==> config.mk <==
export PLATFORM = sky130hd
export DESIGN_NAME = llc_input_arbiter
export DESIGN_NICKNAME = d
export VERILOG_FILES = /design/src/rtl/llc_input_arbiter.sv
export SDC_FILE = /design/constraint.sdc
export NUM_CORES = 1
export LEC_CHECK = 0
export BUFFER_PORTS_ARGS = -buffer_cell sky130_fd_sc_hd__buf_2
export CORE_ASPECT_RATIO = 0.9
export CORE_MARGIN = 4
export CORE_UTILIZATION = 50
export DETAILED_ROUTE_END_ITERATION = 8
export GPL_TIMING_DRIVEN = 0
export PLACE_DENSITY_LB_ADDON = 0.25
export SETUP_SLACK_MARGIN = 0.05
export SYNTH_ARGS = -nofsm -noshare
export SYNTH_HDL_FRONTEND = slang
export SYNTH_SLANG_ARGS = --single-unit
==> constraint.sdc <==
create_clock -name clk -period 7.2 [get_ports clk]
set_clock_uncertainty 0.15 [all_clocks]
set_input_delay 1.08 -clock clk [delete_from_list [all_inputs] [get_ports clk]]
set_output_delay 1.08 -clock clk [all_outputs]
set_load 0.05 [all_outputs]
==> src/rtl/llc_input_arbiter.sv <==
// N-channel input selector for the LLC front end: fixed priority with starvation
// promotion, registered grant/tag/set for the lookup stage, and single stalled-line tracking.
module llc_input_arbiter #(
    parameter int NUM_CH         = 4,
    parameter int LINE_ADDR_BITS = 26,
    parameter int SET_BITS       = 10,
    parameter int STARVE_LIMIT   = 15,
    parameter int CNT_BITS       = 4
) (
    input  logic                               clk,
    input  logic                               rst,
    input  logic                               decode_en,
    input  logic [NUM_CH-1:0]                  ch_valid,
    input  logic [NUM_CH-1:0]                  ch_block,
    input  logic [NUM_CH*LINE_ADDR_BITS-1:0]   ch_addr,
    input  logic                               recall_pending,
    input  logic                               stall_load,
    input  logic [SET_BITS-1:0]                stall_set_in,
    input  logic [LINE_ADDR_BITS-SET_BITS-1:0] stall_tag_in,
    output logic [NUM_CH-1:0]                  ch_pop,
    output logic [SET_BITS-1:0]                set_next,
    output logic [NUM_CH-1:0]                  grant_oh,
    output logic                               grant_valid,
    output logic [LINE_ADDR_BITS-SET_BITS-1:0] tag,
    output logic [SET_BITS-1:0]                set,
    output logic                               look,
    output logic                               stall_valid,
    output logic                               stall_clr,
    output logic [NUM_CH-1:0]                  starved
);

    localparam int TAG_BITS = LINE_ADDR_BITS - SET_BITS;

    logic [NUM_CH-1:0]         elig;
    logic [NUM_CH-1:0]         prio_req;
    logic [NUM_CH-1:0]         winner;
    logic                      found;
    logic [LINE_ADDR_BITS-1:0] win_addr;

    logic [CNT_BITS-1:0]       wait_cnt_q [NUM_CH];
    logic [CNT_BITS-1:0]       wait_cnt_d [NUM_CH];

    logic [NUM_CH-1:0]         grant_oh_q;
    logic                      grant_valid_q;
    logic [TAG_BITS-1:0]       tag_q;
    logic [SET_BITS-1:0]       set_q;
    logic                      stall_valid_q;
    logic [TAG_BITS-1:0]       stall_tag_q;
    logic [SET_BITS-1:0]       stall_set_q;

    always_comb begin
        // NOTE: every always_comb output gets a default first so no path can infer a latch.
        elig    = '0;
        starved = '0;
        for (int i = 0; i < NUM_CH; i++) begin
            elig[i]    = ch_valid[i] & ~ch_block[i] & (~recall_pending | (i == 0));
            starved[i] = (wait_cnt_q[i] == CNT_BITS'(STARVE_LIMIT));
        end
        prio_req = (|(elig & starved)) ? (elig & starved) : elig;
    end

    // Gating with rst keeps the pop quiet while reset is asserted mid-slot.
    always_comb begin
        winner   = '0;
        win_addr = '0;
        found    = 1'b0;
        if (decode_en && rst) begin
            for (int i = 0; i < NUM_CH; i++) begin
                if (prio_req[i] && !found) begin
                    winner[i] = 1'b1;
                    win_addr  = ch_addr[i*LINE_ADDR_BITS +: LINE_ADDR_BITS];
                    found     = 1'b1;
                end
            end
        end
    end

    always_comb begin
        for (int i = 0; i < NUM_CH; i++) begin
            wait_cnt_d[i] = wait_cnt_q[i];
            if (decode_en) begin
                if (winner[i] || !ch_valid[i]) begin
                    wait_cnt_d[i] = '0;
                end else if (elig[i] && wait_cnt_q[i] != CNT_BITS'(STARVE_LIMIT)) begin
                    wait_cnt_d[i] = wait_cnt_q[i] + CNT_BITS'(1);
                end
            end
        end
    end

    assign ch_pop    = winner;
    assign set_next  = win_addr[SET_BITS-1:0];
    assign stall_clr = found & stall_valid_q & (win_addr == {stall_tag_q, stall_set_q});

    // NOTE: sequential state uses non-blocking assignments only, so every register samples pre-edge values.
    always_ff @(posedge clk or negedge rst) begin
        if (!rst) begin
            grant_oh_q    <= '0;
            grant_valid_q <= 1'b0;
            tag_q         <= '0;
            set_q         <= '0;
            stall_valid_q <= 1'b0;
            stall_tag_q   <= '0;
            stall_set_q   <= '0;
            // NOTE: the counter array is tiny and must restart from zero, so it is reset like any register.
            for (int i = 0; i < NUM_CH; i++) wait_cnt_q[i] <= '0;
        end else begin
            if (decode_en) begin
                grant_oh_q    <= winner;
                grant_valid_q <= found;
                tag_q         <= win_addr[LINE_ADDR_BITS-1:SET_BITS];
                set_q         <= win_addr[SET_BITS-1:0];
            end
            // A fresh stall overrides a clear of the old line in the same cycle.
            if (stall_load) begin
                stall_valid_q <= 1'b1;
                stall_tag_q   <= stall_tag_in;
                stall_set_q   <= stall_set_in;
            end else if (stall_clr) begin
                stall_valid_q <= 1'b0;
            end
            for (int i = 0; i < NUM_CH; i++) wait_cnt_q[i] <= wait_cnt_d[i];
        end
    end

    assign grant_oh    = grant_oh_q;
    assign grant_valid = grant_valid_q;
    assign tag         = tag_q;
    assign set         = set_q;
    assign stall_valid = stall_valid_q;
    assign look        = grant_valid_q & ~recall_pending;

endmodule
# Word-level counts from Yosys, hierarchy flattened
# Index checks and enable logic that the tools add are counted.
[totals]
regBits = 74
in_bits = 143
out_inout_bits = 52
elab_cells = 97
[op_classes]
n_addsub = 4
eq_ne = 9
mux = 28
n_bitwise = 16
n_reduce_logical = 29
[ops]
columns = ["op", "n"]
rows = [
  ["$mux W26", 5],
  ["$mux W4", 10],
  ["$eq A26 B26 Y1", 1],
  ["$add A4 B1 Y4 const B", 4],
  ["$eq A4 B4 Y1 const B", 4],
  ["$ne A4 B4 Y1 const B", 4],
  ["$mux W1", 13],
  ["$and A1 B1 Y1", 10],
  ["$reduce_bool A2 Y1", 5],
  ["$logic_and A1 B1 Y1", 8],
  ["$reduce_and A2 Y1", 4],
  ["$logic_not A1 Y1", 7],
  ["$not A1 Y1", 5],
  ["$and A4 B4 Y4", 1],
  ["$logic_or A1 B1 Y1", 4],
  ["$reduce_or A4 Y1", 1],
]

# Logic depth before layout (Yosys ltp)
[logic_depth]
ltp_word = 24
mapped_depth = 13
depth_no_buf = 11

# Worst setup path before layout
# Ideal clock, no wire load.
[synth_path]
path_kind = "input -> output"
startpoint = "input recall_pending"
endpoint = "output stall_clr"
arrival_time_ns = 3.833
required_ns = 5.970
setup_slack_ns = 2.137
path_stages = 11
cell_sequence = "nor3b_2 > buf_4 > a211oi_2 > o21a_4 > buf_6 > a222oi_1 > o22a_1 > o221ai_2 > o41ai_2 > nand4_1 > a21oi_1"
[synth_between]
elab_chain_cells = 21
elab_cells_between_ends = 29
cone_classes = "eq/ne: 1; mux: 14; bitwise: 7; reduce/logical: 7"
[synth_lines]
columns = ["element", "line", "text"]
rows = [
  ["from (decl)", "16", "input logic recall_pending,"],
  ["$not A1 Y1 (*)", "56", "elig[i] = ch_valid[i] & ~ch_block[i] & (~recall_pending | (i == 0));"],
  ["$and A1 B1 Y1", "56", ""],
  ["$and A4 B4 Y4", "59", "prio_req = (|(elig & starved)) ? (elig & starved) : elig;"],
  ["$reduce_or A4 Y1", "59", ""],
  ["$mux W4 (*)", "59", ""],
  ["$mux W1", "69", "if (prio_req[i] && !found) begin"],
  ["$mux W1", "67", "if (decode_en && rst) begin"],
  ["$logic_not A1 Y1", "69", ""],
  ["[... 5 more ...]", "--", ""],
  ["$mux W1", "69", ""],
  ["$mux W1", "67", ""],
  ["$logic_not A1 Y1", "69", ""],
  ["$logic_and A1 B1 Y1", "69", ""],
  ["$mux W26 or $mux W1 (tied branches)", "69", ""],
  ["$mux W26 or $mux W1 (tied branches)", "67", ""],
  ["$eq A26 B26 Y1 or $and A1 B1 Y1 (tied branches)", "93", "assign stall_clr = found & stall_valid_q & (win_addr == {stall_tag_q, stall_set_q});"],
  ["$and A1 B1 Y1 (*)", "93", ""],
  ["to (decl)", "28", "output logic stall_clr,"],
]
# Mark *: on every way between the ends. The rest lies on a longest branch, timed or not. The select of a mux whose other input is x is not followed.

# Worst setup path after layout
[layout_path]
startpoint = "input ch_valid[2]"
endpoint = "output stall_clr"
[layout_between]
elab_chain_cells = 21
elab_cells_between_ends = 27
cone_classes = "eq/ne: 1; mux: 14; bitwise: 5; reduce/logical: 7"
[layout_lines]
columns = ["element", "line", "text"]
rows = [
  ["from (decl)", "13", "input logic [NUM_CH-1:0] ch_valid,"],
  ["$and A1 B1 Y1 (*) (2 in series)", "56", ""],
  ["$and A4 B4 Y4", "59", ""],
  ["$reduce_or A4 Y1", "59", ""],
  ["$mux W4 (*)", "59", ""],
  ["$mux W1", "69", ""],
  ["$mux W1", "67", ""],
  ["$logic_not A1 Y1", "69", ""],
  ["$logic_and A1 B1 Y1", "69", ""],
  ["[... 4 more ...]", "--", ""],
  ["$mux W1", "69", ""],
  ["$mux W1", "67", ""],
  ["$logic_not A1 Y1", "69", ""],
  ["$logic_and A1 B1 Y1", "69", ""],
  ["$mux W26 or $mux W1 (tied branches)", "69", ""],
  ["$mux W26 or $mux W1 (tied branches)", "67", ""],
  ["$eq A26 B26 Y1 or $and A1 B1 Y1 (tied branches)", "93", ""],
  ["$and A1 B1 Y1 (*)", "93", ""],
]
# Marked as above.

==> metrics.csv <==
stage,metric,value,unit
run_status,outcome,"complete, but fails checks",
run_status,violated checks,DRC,
timing,Final period util,78.75,%
routing,DRC Markers,19,
placed_design,port bufs,193,
synth,Main synth FF type,dfrtp_1,
finish,Area Growth Syn to Fin,28.39,%
clocking,H-tree Lvls,3,
critical_path,Setup crit end kind,primary output,
die,Die Ht,99.83,um
synth,most common cell in the synthesized netlist,dfrtp_1,
finish,Final Core Density,65.91,%
synth,top post-synthesis cells by count,"dfrtp_1, nand2_1, inv_1",
power_and_ir_drop,Pleak,3.110,nW
finish,design area,0.006015,mm2
timing,Final setup viols,0,
timing,Total Neg Setup Slack,0,ps
power_and_ir_drop,Clock power frac,29.9,%
die,num rows,33,
global_route,first-pass GRT wire length,26460,um
clocking,Clock Tree Root,clkbuf_8,
timing,Slew HR,45.03,%
synth,main area contributors after synthesis,"dfrtp_1, mux2_2, nand2_1",
synth,Ys Warns,0,
global_route,largest net degree at the start of global routing,42,
synth,Syn Area/Cell,9.407,um2
hold_path,Hold Crit Start,grant_oh[0]$_DFFE_PN0P_,
hold_path,Worst Hold End,grant_oh[0]$_DFFE_PN0P_,
clocking,clk buf depth,2,
global_route,vias in the first global route,5051,
critical_path,Crit Path Max Fanout,10,
synth,Synth async-reset ratio,100.0,%
die,Starting Density,51.34,%
clocking,Post-CTS Hold Fix Bufs,0,
power_and_ir_drop,Reg power frac,44.0,%
finish,layout cells sized above 1,37.99,%
critical_path,startpoint type of the worst setup path,input pin,
routing,Pre-antenna DRT Iters,9,
placed_design,DP Area,0.005826,mm2
routing,Iter 0 DRT Violations,482,
timing,f_max,176.4,MHz
die,# IOs,195,
global_route,initial antenna violation count,0,
critical_path,Critical Path RT,5970,ps
power_and_ir_drop,power per cell area,180.3,mW/mm2
finish,final net count,850,
power_and_ir_drop,Max VDD drop,0.0001271,V
clocking,CTS tree,yes,
job,# Max-Cap Violations,0,
global_route,GR Overflow Total,0,
clocking,clk slew on worst S/H paths,90,ps
synth,Mapped Nets,645,
die,core area,0.009125,mm2
power_and_ir_drop,Internal,0.6902,mW
global_route,GRT Overall Usage,32.02,%
finish,fill count,801,
clocking,CTS resizes,0,
critical_path,Worst Setup Path Type,input pin to primary output,
routing,Final ANT Viol Nets,0,
placed_design,HPWL Detailed,13940,um
clocking,clk sinks,74,
routing,vias per cell,6.229,
hold_path,Hold Path Class,register to register,
timing,Final min period,5670,ps
synth,Mapped Cells,498,
synth,Cell variety after synth,70,
critical_path,flop2flop setup slack,2980,ps
timing,Worst Hold Slack,330.9,ps
power_and_ir_drop,sw power,0.3943,mW
finish,n_diodes,0,
synth,largest area contributor in the netlist,dfrtp_1,
placed_design,Final GP Congestion,0.9685,
die,DIE WIDTH,110.0,um
synth,Netlist Area Pre-Place,0.004684,mm2
die,overall die area,0.01098,mm2
power_and_ir_drop,Comb pwr share,26.1,%
synth,Post-synth EDFFs,0,
critical_path,crit path DAT,4440,ps
synth,Seq cells post-synth,74,
critical_path,Crit Reg-Reg Startpoint,wait_cnt_q[12]$_DFFE_PN0P_,
timing,Slew Limit Fails,0,
routing,WL/cell,21.28,um
clocking,"Clk Latency, worst-skew pair",370,ps
synth,post-synthesis sequential area ratio,39.53,%
clocking,Setup Buffers After CTS,0,
timing,RSZ-0062 raised after global routing,no,
critical_path,Reg2Reg Depth,13,
clocking,TritonCTS Buffers,9,
timing,Fin. Hold Viols,0,
synth,Yosys top cell area share,39.53,%
power_and_ir_drop,switch share,36.36,%
hold_path,hold depth,1,
critical_path,r2r endpoint,stall_valid$_DFFE_PN0P_,
routing,vias,5170,
routing,total wire length,17660,um
power_and_ir_drop,total power,1.084,mW
timing,worst slew pin tran,824.6,ps
## how the worst max path moves through the flow
stage,startpoint,endpoint,slack [ps],cells past startpoint
floorplan,recall_pending,stall_clr,2140,11
global placement,rst,stall_clr,790,10
detailed placement,recall_pending,stall_clr,1640,12
CTS,recall_pending,stall_clr,1630,12
global route,recall_pending,stall_clr,1360,12
finish,ch_valid[2],stall_clr,1530,13
## logic make-up after synthesis
family | count (synthesis) | synth area share (%)
buf+inv | 67 | 7.024
flops | 74 | 39.53
fa+ha+maj | 4 | 1.068
mux | 21 | 5.021
compound gates | 172 | 28.71
simple gates | 142 | 15.28
xor+xnor | 18 | 3.365
## layer usage
layer	up-vias	part of all wire [%]	GRT usage, %	wire [um]
li1	2318	-	-	-
met1	2456	42	46.20	7345
met2	353	45	46.83	7911
met3	43	11	8.039	2024
met4	0	2.2	11.03	380
met5	-	0	0	0
## state kept, by name, summed over array words and instances (netlist names)
| name | cells |
|---|---|
| stall_valid | 1 |
| set | 10 |
| stall_set_q | 10 |
| grant_oh | 4 |
| grant_valid | 1 |
| wait_cnt_q | 16 |
| tag | 16 |
| stall_tag_q | 16 |
## cells in the final DEF (no fill, tap or decap), types with 8 or more instances in the layout
cell type / n
buf_2: 197
dfrtp_1: 74
nand2_1: 57
inv_1: 30
a21oi_1: 27
a21o_1: 26
nand3_1: 22
o21ai_0: 20
mux2_2: 20
a222oi_1: 19
nand4_1: 15
nor2_1: 14
clkbuf_1: 13
buf_4: 12
xnor2_1: 11
a22oi_1: 9
clkbuf_8: 9
a41oi_1: 8
## critical path: stages
cell      delay, ps
buf_2           110
nor3b_2         180
and2_0          130
buf_2           160
o31ai_2         630
clkbuf_1        520
a222oi_1        290
a22oi_1         220
nand2_1          80
a221oi_1        250
nand4_1         250
a21oi_1         240
buf_2           300
## final cells by class
cell class              count  area (um2)  share of cell area, %
multi-input cells         357        2504                  41.63
flip-flops and latches     74        1852                  30.79
repair buffers            194       988.4                  16.43
plain buffers              36       212.7                  3.537
well taps                 122       152.6                  2.538
clock buffers               9       123.9                  2.059
inverters                  31       116.4                  1.935
clock inverters             7       65.06                  1.082
## power groups by stage
| stage | clock [mW] | sequential (mW) | combinational, mW |
|---|---|---|---|
| 4_1_cts | 0.329 | 0.476 | 0.280 |
| 6_report | 0.324 | 0.477 | 0.283 |
| 5_1_grt | 0.349 | 0.481 | 0.304 |
| 3_3_place_gp | 0 | 0.483 | 0.273 |
| 3_5_place_dp | 0 | 0.485 | 0.279 |
| 2_1_floorplan | 0 | 0.517 | 0.133 |
## through the flow
stage,setup WS (ps),instances
global route,1365,830
CTS,1629,830
detailed placement,1638,814
finish,1530,830
global placement,789.6,813
floorplan,2137,498
No activity file was read; power rests on OpenSTA's default activity.
